### config.mk
export PLATFORM = sky130hd
export DESIGN_NAME = lsu_bus_initiator
export DESIGN_NICKNAME = d
export VERILOG_FILES = /design/src/rtl/lsu_bus_initiator.sv
export SDC_FILE = /design/constraint.sdc
export NUM_CORES = 1
export LEC_CHECK = 0
export BUFFER_PORTS_ARGS = -buffer_cell sky130_fd_sc_hd__clkbuf_2
export CORE_ASPECT_RATIO = 0.75
export CORE_MARGIN = 3
export CORE_UTILIZATION = 35
export DETAILED_ROUTE_END_ITERATION = 7
export PLACE_DENSITY_LB_ADDON = 0.3
export REMOVE_ABC_BUFFERS = 1
export SYNTH_ARGS = -nofsm -noshare
export SYNTH_HDL_FRONTEND = slang
export SYNTH_SLANG_ARGS = --single-unit
### constraint.sdc
create_clock -name clk_i -period 2.55 [get_ports clk_i]
set_clock_uncertainty 0.2 [all_clocks]
set_input_delay 0.255 -clock clk_i [delete_from_list [all_inputs] [get_ports clk_i]]
set_output_delay 0.255 -clock clk_i [all_outputs]
set_load 0.03 [all_outputs]
### src/rtl/lsu_bus_initiator.sv
// rtl/lsu_bus_initiator.sv - load/store unit bus initiator (single outstanding transaction)
//
// Purpose: accepts one core load/store request at a time, issues a single-cycle
// bus strobe with lane-aligned write enables and replicated store data, waits
// for ack_i/err_i, and returns a one-cycle response with extended load data.
//
// Optional feature: define LSU_TIMEOUT_EN to abort a WAIT lasting TIMEOUT_CYCLES
// cycles with an error response. Without it WAIT lasts until ack_i/err_i.
//
// Ports:
//   clk_i, rst_i               clock, synchronous active-high reset
//   req_valid_i / req_ready_o  core request handshake (ready only in IDLE)
//   req_we_i, req_size_i, req_unsigned_i, req_addr_i, req_wdata_i  request fields
//   rsp_valid_o                one-cycle response pulse
//   rsp_rdata_o, rsp_err_o, rsp_misaligned_o  response fields (0 when not valid)
//   stb_o, we_o, addr_o, wdata_o  bus request (strobe for one cycle)
//   rdata_i, ack_i, err_i      bus responder
module lsu_bus_initiator #(
  parameter int unsigned TIMEOUT_CYCLES = 16
) (
  input  logic        clk_i,
  input  logic        rst_i,
  input  logic        req_valid_i,
  output logic        req_ready_o,
  input  logic        req_we_i,
  input  logic [1:0]  req_size_i,
  input  logic        req_unsigned_i,
  input  logic [31:0] req_addr_i,
  input  logic [31:0] req_wdata_i,
  output logic        rsp_valid_o,
  output logic [31:0] rsp_rdata_o,
  output logic        rsp_err_o,
  output logic        rsp_misaligned_o,
  output logic        stb_o,
  output logic [3:0]  we_o,
  output logic [31:0] addr_o,
  output logic [31:0] wdata_o,
  input  logic [31:0] rdata_i,
  input  logic        ack_i,
  input  logic        err_i
);

  typedef enum logic [1:0] {
    S_IDLE = 2'd0,
    S_REQ  = 2'd1,
    S_WAIT = 2'd2,
    S_RESP = 2'd3
  } state_e;

  state_e      state_q, state_d;
  logic        store_q, store_d;
  logic [1:0]  size_q, size_d;
  logic        uns_q, uns_d;
  logic [1:0]  lane_q, lane_d;
  logic [31:0] addr_q, addr_d;
  logic [3:0]  we_q, we_d;
  logic [31:0] wdata_q, wdata_d;
  logic [31:0] rsp_rdata_q, rsp_rdata_d;
  logic        rsp_err_q, rsp_err_d;
  logic        rsp_mis_q, rsp_mis_d;

`ifdef LSU_TIMEOUT_EN
  logic [31:0] tmo_q, tmo_d;
`else
  localparam int unsigned unused_timeout_cycles = TIMEOUT_CYCLES;
`endif

  // Request decode from the live request fields (used only on acceptance).
  logic        req_mis;
  logic [3:0]  req_we_lanes;
  logic [31:0] req_wdata_rep;

  always_comb begin
    req_mis       = 1'b0;
    req_we_lanes  = 4'b0000;
    req_wdata_rep = req_wdata_i;
    unique case (req_size_i)
      2'b00: begin
        req_we_lanes  = 4'b0001 << req_addr_i[1:0];
        req_wdata_rep = {4{req_wdata_i[7:0]}};
      end
      2'b01: begin
        req_mis       = req_addr_i[0];
        req_we_lanes  = 4'b0011 << req_addr_i[1:0];
        req_wdata_rep = {2{req_wdata_i[15:0]}};
      end
      2'b10: begin
        req_mis       = (req_addr_i[1:0] != 2'b00);
        req_we_lanes  = 4'b1111;
      end
      default: begin
        req_mis       = 1'b1;
      end
    endcase
    if (!req_we_i) begin
      req_we_lanes = 4'b0000;
    end
  end

  // Load lane selection and sign/zero extension of the captured bus word.
  logic [7:0]  sel_b;
  logic [15:0] sel_h;
  logic [31:0] load_ext;

  always_comb begin
    sel_b    = rdata_i[{lane_q, 3'b000} +: 8];
    sel_h    = lane_q[1] ? rdata_i[31:16] : rdata_i[15:0];
    load_ext = rdata_i;
    unique case (size_q)
      2'b00:   load_ext = uns_q ? {24'b0, sel_b} : {{24{sel_b[7]}}, sel_b};
      2'b01:   load_ext = uns_q ? {16'b0, sel_h} : {{16{sel_h[15]}}, sel_h};
      default: load_ext = rdata_i;
    endcase
  end

  // Next-state logic. Response registers default to 0 so they are non-zero
  // only during the RESP cycle that follows their capture.
  always_comb begin
    state_d     = state_q;
    store_d     = store_q;
    size_d      = size_q;
    uns_d       = uns_q;
    lane_d      = lane_q;
    addr_d      = addr_q;
    we_d        = we_q;
    wdata_d     = wdata_q;
    rsp_rdata_d = '0;
    rsp_err_d   = 1'b0;
    rsp_mis_d   = 1'b0;
`ifdef LSU_TIMEOUT_EN
    tmo_d       = '0;
`endif
    unique case (state_q)
      S_IDLE: begin
        if (req_valid_i) begin
          store_d = req_we_i;
          size_d  = req_size_i;
          uns_d   = req_unsigned_i;
          lane_d  = req_addr_i[1:0];
          addr_d  = {req_addr_i[31:2], 2'b00};
          we_d    = req_we_lanes;
          wdata_d = req_wdata_rep;
          if (req_mis) begin
            state_d   = S_RESP;
            rsp_mis_d = 1'b1;
          end else begin
            state_d   = S_REQ;
          end
        end
      end
      S_REQ: begin
        state_d = S_WAIT;
      end
      S_WAIT: begin
        if (err_i) begin
          state_d   = S_RESP;
          rsp_err_d = 1'b1;
        end else if (ack_i) begin
          state_d     = S_RESP;
          rsp_rdata_d = store_q ? 32'd0 : load_ext;
        end else begin
`ifdef LSU_TIMEOUT_EN
          if (tmo_q >= TIMEOUT_CYCLES - 1) begin
            state_d   = S_RESP;
            rsp_err_d = 1'b1;
          end else begin
            tmo_d = tmo_q + 32'd1;
          end
`endif
        end
      end
      S_RESP: begin
        state_d = S_IDLE;
      end
      default: begin
        state_d = S_IDLE;
      end
    endcase
  end

  always_ff @(posedge clk_i) begin
    if (rst_i) begin
      state_q     <= S_IDLE;
      store_q     <= 1'b0;
      size_q      <= 2'b00;
      uns_q       <= 1'b0;
      lane_q      <= 2'b00;
      addr_q      <= '0;
      we_q        <= '0;
      wdata_q     <= '0;
      rsp_rdata_q <= '0;
      rsp_err_q   <= 1'b0;
      rsp_mis_q   <= 1'b0;
`ifdef LSU_TIMEOUT_EN
      tmo_q       <= '0;
`endif
    end else begin
      state_q     <= state_d;
      store_q     <= store_d;
      size_q      <= size_d;
      uns_q       <= uns_d;
      lane_q      <= lane_d;
      addr_q      <= addr_d;
      we_q        <= we_d;
      wdata_q     <= wdata_d;
      rsp_rdata_q <= rsp_rdata_d;
      rsp_err_q   <= rsp_err_d;
      rsp_mis_q   <= rsp_mis_d;
`ifdef LSU_TIMEOUT_EN
      tmo_q       <= tmo_d;
`endif
    end
  end

  // Bus fields are driven only while a transaction is on the bus; otherwise 0.
  logic bus_active;
  assign bus_active       = (state_q == S_REQ) || (state_q == S_WAIT);

  assign req_ready_o      = (state_q == S_IDLE);
  assign stb_o            = (state_q == S_REQ);
  assign addr_o           = bus_active ? addr_q  : 32'd0;
  assign we_o             = bus_active ? we_q    : 4'd0;
  assign wdata_o          = bus_active ? wdata_q : 32'd0;

  assign rsp_valid_o      = (state_q == S_RESP);
  assign rsp_rdata_o      = rsp_rdata_q;
  assign rsp_err_o        = rsp_err_q;
  assign rsp_misaligned_o = rsp_mis_q;

endmodule

==> results.cfg, run 1 <==
[placement]
dp_hpwl_um = 10300
port_buffers = 207
gp_congestion = 0.818

[global_route]
antenna_found_initial = 0
grt_pass1_wl_um = 25000
grt_usage_pct = 18.5
overflow = 0
grt_pass1_vias = 4855
grt_max_degree = 76

[clock_network]
clock-root-buffer = clkbuf_16
h-tree-depth = 3
cts_buffer_depth = 2
clk_pin_slew_worst_paths_ns = 0.07
worstSkewPairLatency_ns = 0.34
cts_tree = done
post_cts_buffers = 0
cts_inserted_buffers = 9
cts.sinks = 108

[power]
power.density_nw_per_um2 = 851
power_mw = 6.16
p_leak_nw = 3.21
ir_worst_vdd_uv = 818

[die]
die_w_um = 146
io_pins = 210
rows = 37
start_util_pct = 36.6
die_area_um2 = 16200
core_area_um2 = 14000
die_h_um = 111

[cells_and_area]
final_nets = 980
drive_gt1_share_pct = 28.9
fill_cells = 1374
final_util_pct = 51.6
area_growth_pct = 40.8
n_antenna_cell = 0

[timing]
setup_viol = 0
fmax_mhz = 427
relSlewSlack_pct = 44.8
hold_viol = 0
finalCriticalPeriod_ns = 2.34
period_share_pct = 91.9
rsz0062_at_grt = false
worst_pin_slew_ns = 0.828
drv_slew = 0

[logic_synthesis]
syn_inst = 631
synth_warnings = 0
syn_area_per_cell_um2 = 8.14
synth_edf_count = 0
yosysSeqAreaShare_pct = 42.1
ys_ff_latch = 108
syn_area_um2 = 5140
synth_top_area_cell = dfxtp_1
yosys-top-cells-area = dfxtp_1, nand2_1, and2_1, a21oi_1, mux2i_1
synth.top_cell.area_share_pct = 42.1
ys_types = 44
async_flop_share_pct = 0
synth_flop_cell = dfxtp_1

[critical_path]
slowest_delay_ns = 0.39
reg2reg_from = state_q[0]
cpLargestDelayFamily = buffers and inverters
critical_path_class = register to primary output
r2r_slack_ns = 0.63
crit_fanout = 57
reg2regPathDepth = 6
regToRegEndpoint = wdata_q[20]
critPathCapture = wdata_o[28]
worst_ep_arrival_time_ns = 1.89
path_depth = 5
critPathBufInv = 3
path_cells = inv_1 -> ha_4 -> buf_12 -> and2_1 -> clkbuf_2
crit_path_start_kind = register
setup.worst_path.end_class = primary output
cp_slowest_cell = dfxtp_1
crit_start = state_q[0]
cp.required_ns = 2.10

[routing]
routed_wirelength_um = 15200
ant_nets = 0
num_vias = 5091
vias_per_cell = 4.76
drc_errors = 0
wl_per_cell_um = 14.3
first_pass_iters = 4
drt-initial-drc-count = 258

[job]
drv_cap = 0

[hold_path]
hp-class = input pin to register

[status]
outcome = completed
[metal layers]
layer	share of wire, %	GRT usage (%)
met5	0	0
met3	5.3	4.05
met2	44	29.0
met1	49	26.0
met4	1.6	4.49
[final cells by class]
cell class	instances	area [µm²]	area share, %
sequential	108	2160	29.9
multi-input combinational	464	2720	37.6
clock buffer	9	225	3.11
inverter	4	15.0	0.208
tap	195	244	3.37
clock inverter	6	50.0	0.692
timing repair buffer	283	1820	25.1
[what timing repair did]
action,CTS,global route
endpoints found under the hold margin,64,0
gates resized for setup,0,1
hold buffers,64,0
endpoints found under the setup margin,0,5
[kinds of logic after synthesis]
group	after synthesis	share of synthesized area [%]
and+or+nand+nor	280	27.2
buffers and inverters	60	5.36
DFF	108	42.1
muxes	27	5.58
adders and majority gates	5	1.22
other	1	0.0730
AOI/OAI and AO/OA	150	18.5
[where the power goes]
group	internal, mW	total [mW]	switching (mW)
sequential	1.96	2.13	0.172
clock	0.668	1.30	0.636
combinational	0.964	2.72	1.76
[per-stage QoR]
stage | setup slack [ns] | hold WS [ns] | area, µm² | cells | TNS (ns)
2_1_floorplan | -0.549 | 0.124 | 4880 | 576 | -28.56
3_3_place_gp | 0.495 | 0.239 | 6310 | 990 | 0
3_5_place_dp | 0.465 | 0.242 | 6310 | 990 | 0
4_1_cts | 0.0805 | 0.00792 | 7220 | 1069 | 0
5_1_grt | 0.0876 | 0.0299 | 7230 | 1069 | 0
6_report | 0.207 | 0.0272 | 7230 | 1069 | 0
[placed cells by master (no fill, tap or decap), types with 7 or more instances in the layout]
cell / Yosys / routed
buf_4: 4 / 8
and3b_1: 9 / 9
o211ai_1: 9 / 9
dfxtp_1: 108 / 108
nor2b_1: 19 / 19
and2_1: 68 / 67
mux2_2: 9 / 9
a311oi_1: 9 / 9
mux2i_1: 17 / 17
nor2_1: 19 / 19
o31a_1: 7 / 7
clkbuf_2: 0 / 207
nand2b_1: 17 / 17
a211oi_1: 8 / 8
o21ai_0: 16 / 16
clkbuf_16: 0 / 9
nand2_1: 134 / 133
o311a_1: 7 / 7
dlygate4sd3_1: 0 / 64
a21oi_1: 81 / 81
[sequential cells by signal (all words and copies together), names as in the netlist]
signal,count
uns_q,1
rsp_misaligned_o,1
size_q,2
rsp_err_o,1
rsp_rdata_o,32
state_q,2
we_q,4
lane_q,2
wdata_q,32
store_q,1
addr_q,30
[worst min-delay path by stage]
stage                     startpoint          to  depth (start not counted)
after floorplan                rst_i  addr_q[10]                          1
after global placement    addr_q[26]  addr_q[26]                          2
after detailed placement   addr_q[2]   addr_q[2]                          2
after CTS                   req_we_i     store_q                          3
after global routing        req_we_i     store_q                          3
final                       req_we_i     store_q                          3
[Yosys cell counts (2+ instances only)]
cell / instances
mux2_2: 9
o31a_1: 7
buf_1: 9
buf_2: 10
nor3_1: 3
inv_1: 4
and2_1: 68
a21oi_1: 81
ha_1: 5
dfxtp_1: 108
nor2b_1: 19
o311a_1: 7
buf_6: 3
a31oi_1: 2
nand2b_1: 17
and3b_1: 9
or3_1: 2
o21ai_0: 16
o2111ai_1: 3
mux2i_1: 17
buf_4: 4
a311oi_1: 9
a21o_1: 2
a211oi_1: 8
nand2_1: 134
o211ai_1: 9
nor2_1: 19
nor3b_1: 2
clkbuf_1: 30
[worst reg2reg max path, cell delays in order (launching register included)]
cell	delay [ns]
dfxtp_1	0.34
inv_1	0.15
ha_4	0.18
and2_4	0.35
buf_4	0.34
nor2_1	0.07
a211oi_1	0.20
Power figures use the tool's default switching activity.
==> run 2: changes to the inputs <==
==> constraint.sdc (replaced) <==
create_clock -name clk_i -period 3 [get_ports clk_i]
set_clock_uncertainty 0.2 [all_clocks]
set_input_delay 0.3 -clock clk_i [delete_from_list [all_inputs] [get_ports clk_i]]
set_output_delay 0.3 -clock clk_i [all_outputs]
set_load 0.03 [all_outputs]
==> run 2 against run 1 <==
- largest cell class unchanged
- global-route usage shrank 0.93 points
- cell count shrank 2.5%
- via count decreased by 2.7%
- hold slack lost 0.012 ns
- setup slack improved by 0.21 ns
- flip-flop and latch count unchanged
- die area is the same
==> results.cfg, run 2 (synthesized netlist as in run 1, its figures left out) <==
[power]
sw_frac_of_total_pct = 42.0
power.density_nw_per_um2 = 740
power_mw = 5.13
pwr-share-clk_pct = 22.6
p_comb_share_pct = 42.3
p_sw_mw = 2.15
p_leak_nw = 3.10
ir_worst_vdd_uv = 1260
pwr-share-seq_pct = 35.0
power.internal_mw = 2.98

[routing]
first_pass_iters = 4
drc_errors = 0
wl_per_cell_um = 14.1
drt-initial-drc-count = 309
num_vias = 4951
routed_wirelength_um = 14700
ant_nets = 0
vias_per_cell = 4.75

[cells_and_area]
final_common_cell = clkbuf_2
drive_gt1_share_pct = 29.8
final_nets = 952
mostFrequentLayoutCells = clkbuf_2, nand2_1, dfxtp_1
area_growth_pct = 35.1
fill_cells = 1367
fin_cells = 1042
n_antenna_cell = 0

[clock_network]
clk_pin_slew_worst_paths_ns = 0.07
cts_buffer_depth = 2
h-tree-depth = 3
clock-root-buffer = clkbuf_16
cts_tree = done
worstSkewPairLatency_ns = 0.33
cts.sinks = 108
cts_resized = 0
cts_inserted_buffers = 9

[critical_path]
cp.required_ns = 2.50
crit_path_start_kind = register
setup.worst_path.end_class = primary output
r2r_slack_ns = 0.93
worst_ep_arrival_time_ns = 2.09
crit_fanout = 67
critical_path_class = register to primary output

[global_route]
grt_usage_pct = 17.6
grt_pass1_wl_um = 24000
grt_use_met1_pct = 25.1
grt_pass1_vias = 4629
busiest_layer = met2
use_met2_pct = 27.3
grt_max_degree = 76
antenna_found_initial = 0
overflow = 0
use_met3_pct = 3.56

[job]
drv_cap = 0

[timing]
period_share_pct = 86.2
fmax_mhz = 387
hold_viol = 0
relSlewSlack_pct = 45.2
rsz0062_at_grt = false
setup_viol = 0
finalCriticalPeriod_ns = 2.59
worst_pin_slew_ns = 0.822
drv_slew = 0

[die]
die_w_um = 146
start_util_pct = 36.6
io_pins = 210
die_area_um2 = 16200
rows = 37
die_h_um = 111
core_area_um2 = 14000

[status]
outcome = completed

[placement]
gp_congestion = 0.771
numPlacedInstances = 988
port_buffers = 207
dp_hpwl_um = 10100

[hold_path]
hp-class = input pin to register
## run 2: path summary, 6_finish.rpt
path	start	endpoint	cells after the start
worst max register to register	state_q[0]	state_q[1]	6
worst min-delay path	rdata_i[18]	rsp_rdata_o[18]	3
worst min register to register	wdata_q[2]	wdata_q[2]	2
worst max-delay path	state_q[0]	wdata_o[28]	5
## run 2: power by group through the flow
stage | Sequential (mW) | Combinational (mW) | Clock (mW)
CTS | 1.80 | 2.19 | 1.21
finish | 1.80 | 2.17 | 1.16
global placement | 1.83 | 2.14 | 0
global route | 1.83 | 2.41 | 1.25
detailed placement | 1.83 | 2.14 | 0
floorplan | 1.86 | 1.38 | 0
## run 2: timing repair
action	CTS	global route
setup buffers	0	0
hold buffers	38	0
hold endpoints to repair	38	0
## run 2: area by class of cell
| type | instances | area [µm²] | area share, % |
|---|---|---|---|
| clock buffer | 10 | 239 | 3.44 |
| clock inverter | 6 | 53.8 | 0.775 |
| inverter | 4 | 15.0 | 0.216 |
| multi-input combinational | 464 | 2710 | 39.0 |
| sequential | 108 | 2160 | 31.2 |
| tap | 195 | 244 | 3.52 |
| timing repair buffer | 255 | 1520 | 21.8 |
## run 2: critical path, cell delays in order (launching register included)
cell,delay [ns]
dfxtp_1,0.39
inv_1,0.10
ha_2,0.31
buf_4,0.44
and2_1,0.26
clkbuf_2,0.22
## run 2: per-layer routing
layer  share of wire [%]  vias up
met3                 4.4       15
met1                  51     2259
met4                 1.2        0
met2                  43      128
met5                   0        -
li1                    -     2549
## run 2: per-stage QoR
step                setup WS [ns]  utilization (%)  TNS, ns  cell area [µm²]  hold slack (ns)
finish                      0.413             49.5        0             6940           0.0151
global route                0.292             49.5        0             6940           0.0226
CTS                         0.414             49.5        0             6940         0.000101
detailed placement          0.791             44.7        0             6270            0.242
global placement            0.810             44.7        0             6270            0.239
floorplan                 -0.0985                -   -0.480             4880            0.169
==> run 3: changes to the inputs <==
--- a/config.mk
+++ b/config.mk
@@ -11,7 +11,6 @@
 export CORE_UTILIZATION = 35
 export DETAILED_ROUTE_END_ITERATION = 7
 export PLACE_DENSITY_LB_ADDON = 0.3
-export REMOVE_ABC_BUFFERS = 1
 export SYNTH_ARGS = -nofsm -noshare
 export SYNTH_HDL_FRONTEND = slang
 export SYNTH_SLANG_ARGS = --single-unit
==> run 3 against run 2 <==
- register-to-register slack lost 0.12 ns
- hold slack lost 0.0092 ns
- cell count grew 0.19%
- global-route usage grew 0.70 points
- final area grew 0.27%
- sequential share of layout area shrank 0.084 points
- clock power grew 5%
- clock-buffer cell count is the same
- first-iteration DRC count shrank 6.5%
- combinational power grew 3%
- setup slack gained 0.016 ns
- critical path type unchanged
- critical endpoint is now we_o[0]
- highest routed layer unchanged
==> results.cfg, run 3 (synthesized netlist as in run 1, its figures left out) <==
[critical_path]
cp_slowest_cell = ha_1
setup.worst_path.end_class = primary output
critical_path_class = register to primary output
crit_fanout = 60
critPathBufInv = 3
cpLargestDelayFamily = buffers and inverters
crit_path_start_kind = register
path_cells = inv_1 -> ha_1 -> buf_12 -> and2_1 -> clkbuf_2
worst_ep_arrival_time_ns = 2.07
slowest_delay_ns = 0.51
cp.required_ns = 2.50

[timing]
finalCriticalPeriod_ns = 2.57
worst_pin_slew_ns = 0.863
relSlewSlack_pct = 42.5
tns_ns = 0
drv_slew = 0
fmax_mhz = 389
rsz0062_at_grt = false
setup_viol = 0
hold_viol = 0
period_share_pct = 85.7

[clock_network]
cts_resized = 0
cts_hold_buf = 39
cts_tree = done
post_cts_buffers = 0
cts_buffer_depth = 2
cts.sinks = 108
worstSkewPairLatency_ns = 0.34
clk_pin_slew_worst_paths_ns = 0.08
h-tree-depth = 3
clock-root-buffer = clkbuf_16
cts_inserted_buffers = 9

[cells_and_area]
mostFrequentLayoutCells = clkbuf_2, nand2_1, dfxtp_1
final_common_cell = clkbuf_2
final_nets = 954
drive_gt1_share_pct = 29.6
area_growth_pct = 35.5
final_util_pct = 49.6
fill_cells = 1389
n_antenna_cell = 0

[die]
io_pins = 210
start_util_pct = 36.6
die_area_um2 = 16200
core_area_um2 = 14000
rows = 37
die_h_um = 111
die_w_um = 146

[power]
p_leak_nw = 3.11
power.density_nw_per_um2 = 754
ir_worst_vdd_uv = 466

[routing]
routed_wirelength_um = 15500
num_vias = 4995
drt-initial-drc-count = 289
vias_per_cell = 4.78
ant_nets = 0
first_pass_iters = 5
wl_per_cell_um = 14.8
drc_errors = 0

[global_route]
antenna_found_initial = 0
overflow = 0
grt_pass1_vias = 4677
grt_pass1_wl_um = 24500
grt_max_degree = 67
grt_usage_pct = 18.3

[hold_path]
hp-class = input pin to register

[placement]
dp_hpwl_um = 10900
gp_congestion = 0.811
port_buffers = 207

[status]
outcome = completed

[job]
drv_cap = 0
run 3: cell types whose count changed in the layout (fill, tap and decap cells not counted), sizes merged:
cell,before,now
dlygate4sd3,38,39
bufinv,0,1
inv,8,7
buf,10,11
run 3: stage by stage:
step                      instance area (µm²)  instances  total power, mW  hold slack [ns]  setup slack, ns
after CTS                                6960       1044             5.29          0.00144            0.404
after floorplan                          5140        632             3.38            0.222             1.01
after detailed placement                 6270        989             4.03            0.243            0.788
final                                    6960       1044             5.25          0.00587            0.429
after global routing                     6960       1044             5.59          0.00556            0.311
after global placement                   6270        989             4.03            0.239            0.790
run 3: per-layer routing:
layer	up-vias	global-route usage [%]	part of all wire (%)
met2	152	27.4	44
met4	0	3.54	0.94
met5	-	0	0
met1	2287	26.8	49
li1	2545	-	-
met3	11	4.29	5.8
run 3: report_power, final:
| group | leakage (nW) | internal, mW | switching (mW) |
|---|---|---|---|
| Clock | 0.144 | 0.657 | 0.559 |
| Combinational | 2.09 | 0.736 | 1.49 |
| Sequential | 0.881 | 1.67 | 0.134 |
| Total | 3.11 | 3.06 | 2.19 |
run 3: area by class of cell:
type	count	area, µm²	share of cell area, %
multi-input combinational	464	2710	38.9
sequential	108	2160	31.1
timing repair buffer	257	1530	22.0
tap	195	244	3.51
clock buffer	10	229	3.29
clock inverter	6	68.8	0.989
inverter	4	15.0	0.216
run 3: worst reg2reg max path, cell delays in order, from the launching register on:
cell and delay, ns:
dfxtp_1 0.61, mux2_2 0.41, a32oi_2 0.68, a21oi_1 0.14
run 3: final timing paths:
kind | start | endpoint | slack, ns | depth (start not counted)
setup reg to reg | lane_q[1] | rsp_rdata_o[27] | 0.81 | 3
hold / removal | rdata_i[20] | rsp_rdata_o[20] | 0.006 | 3
hold reg to reg | addr_q[29] | addr_q[29] | 0.25 | 2
setup / recovery | state_q[1] | we_o[0] | 0.43 | 5
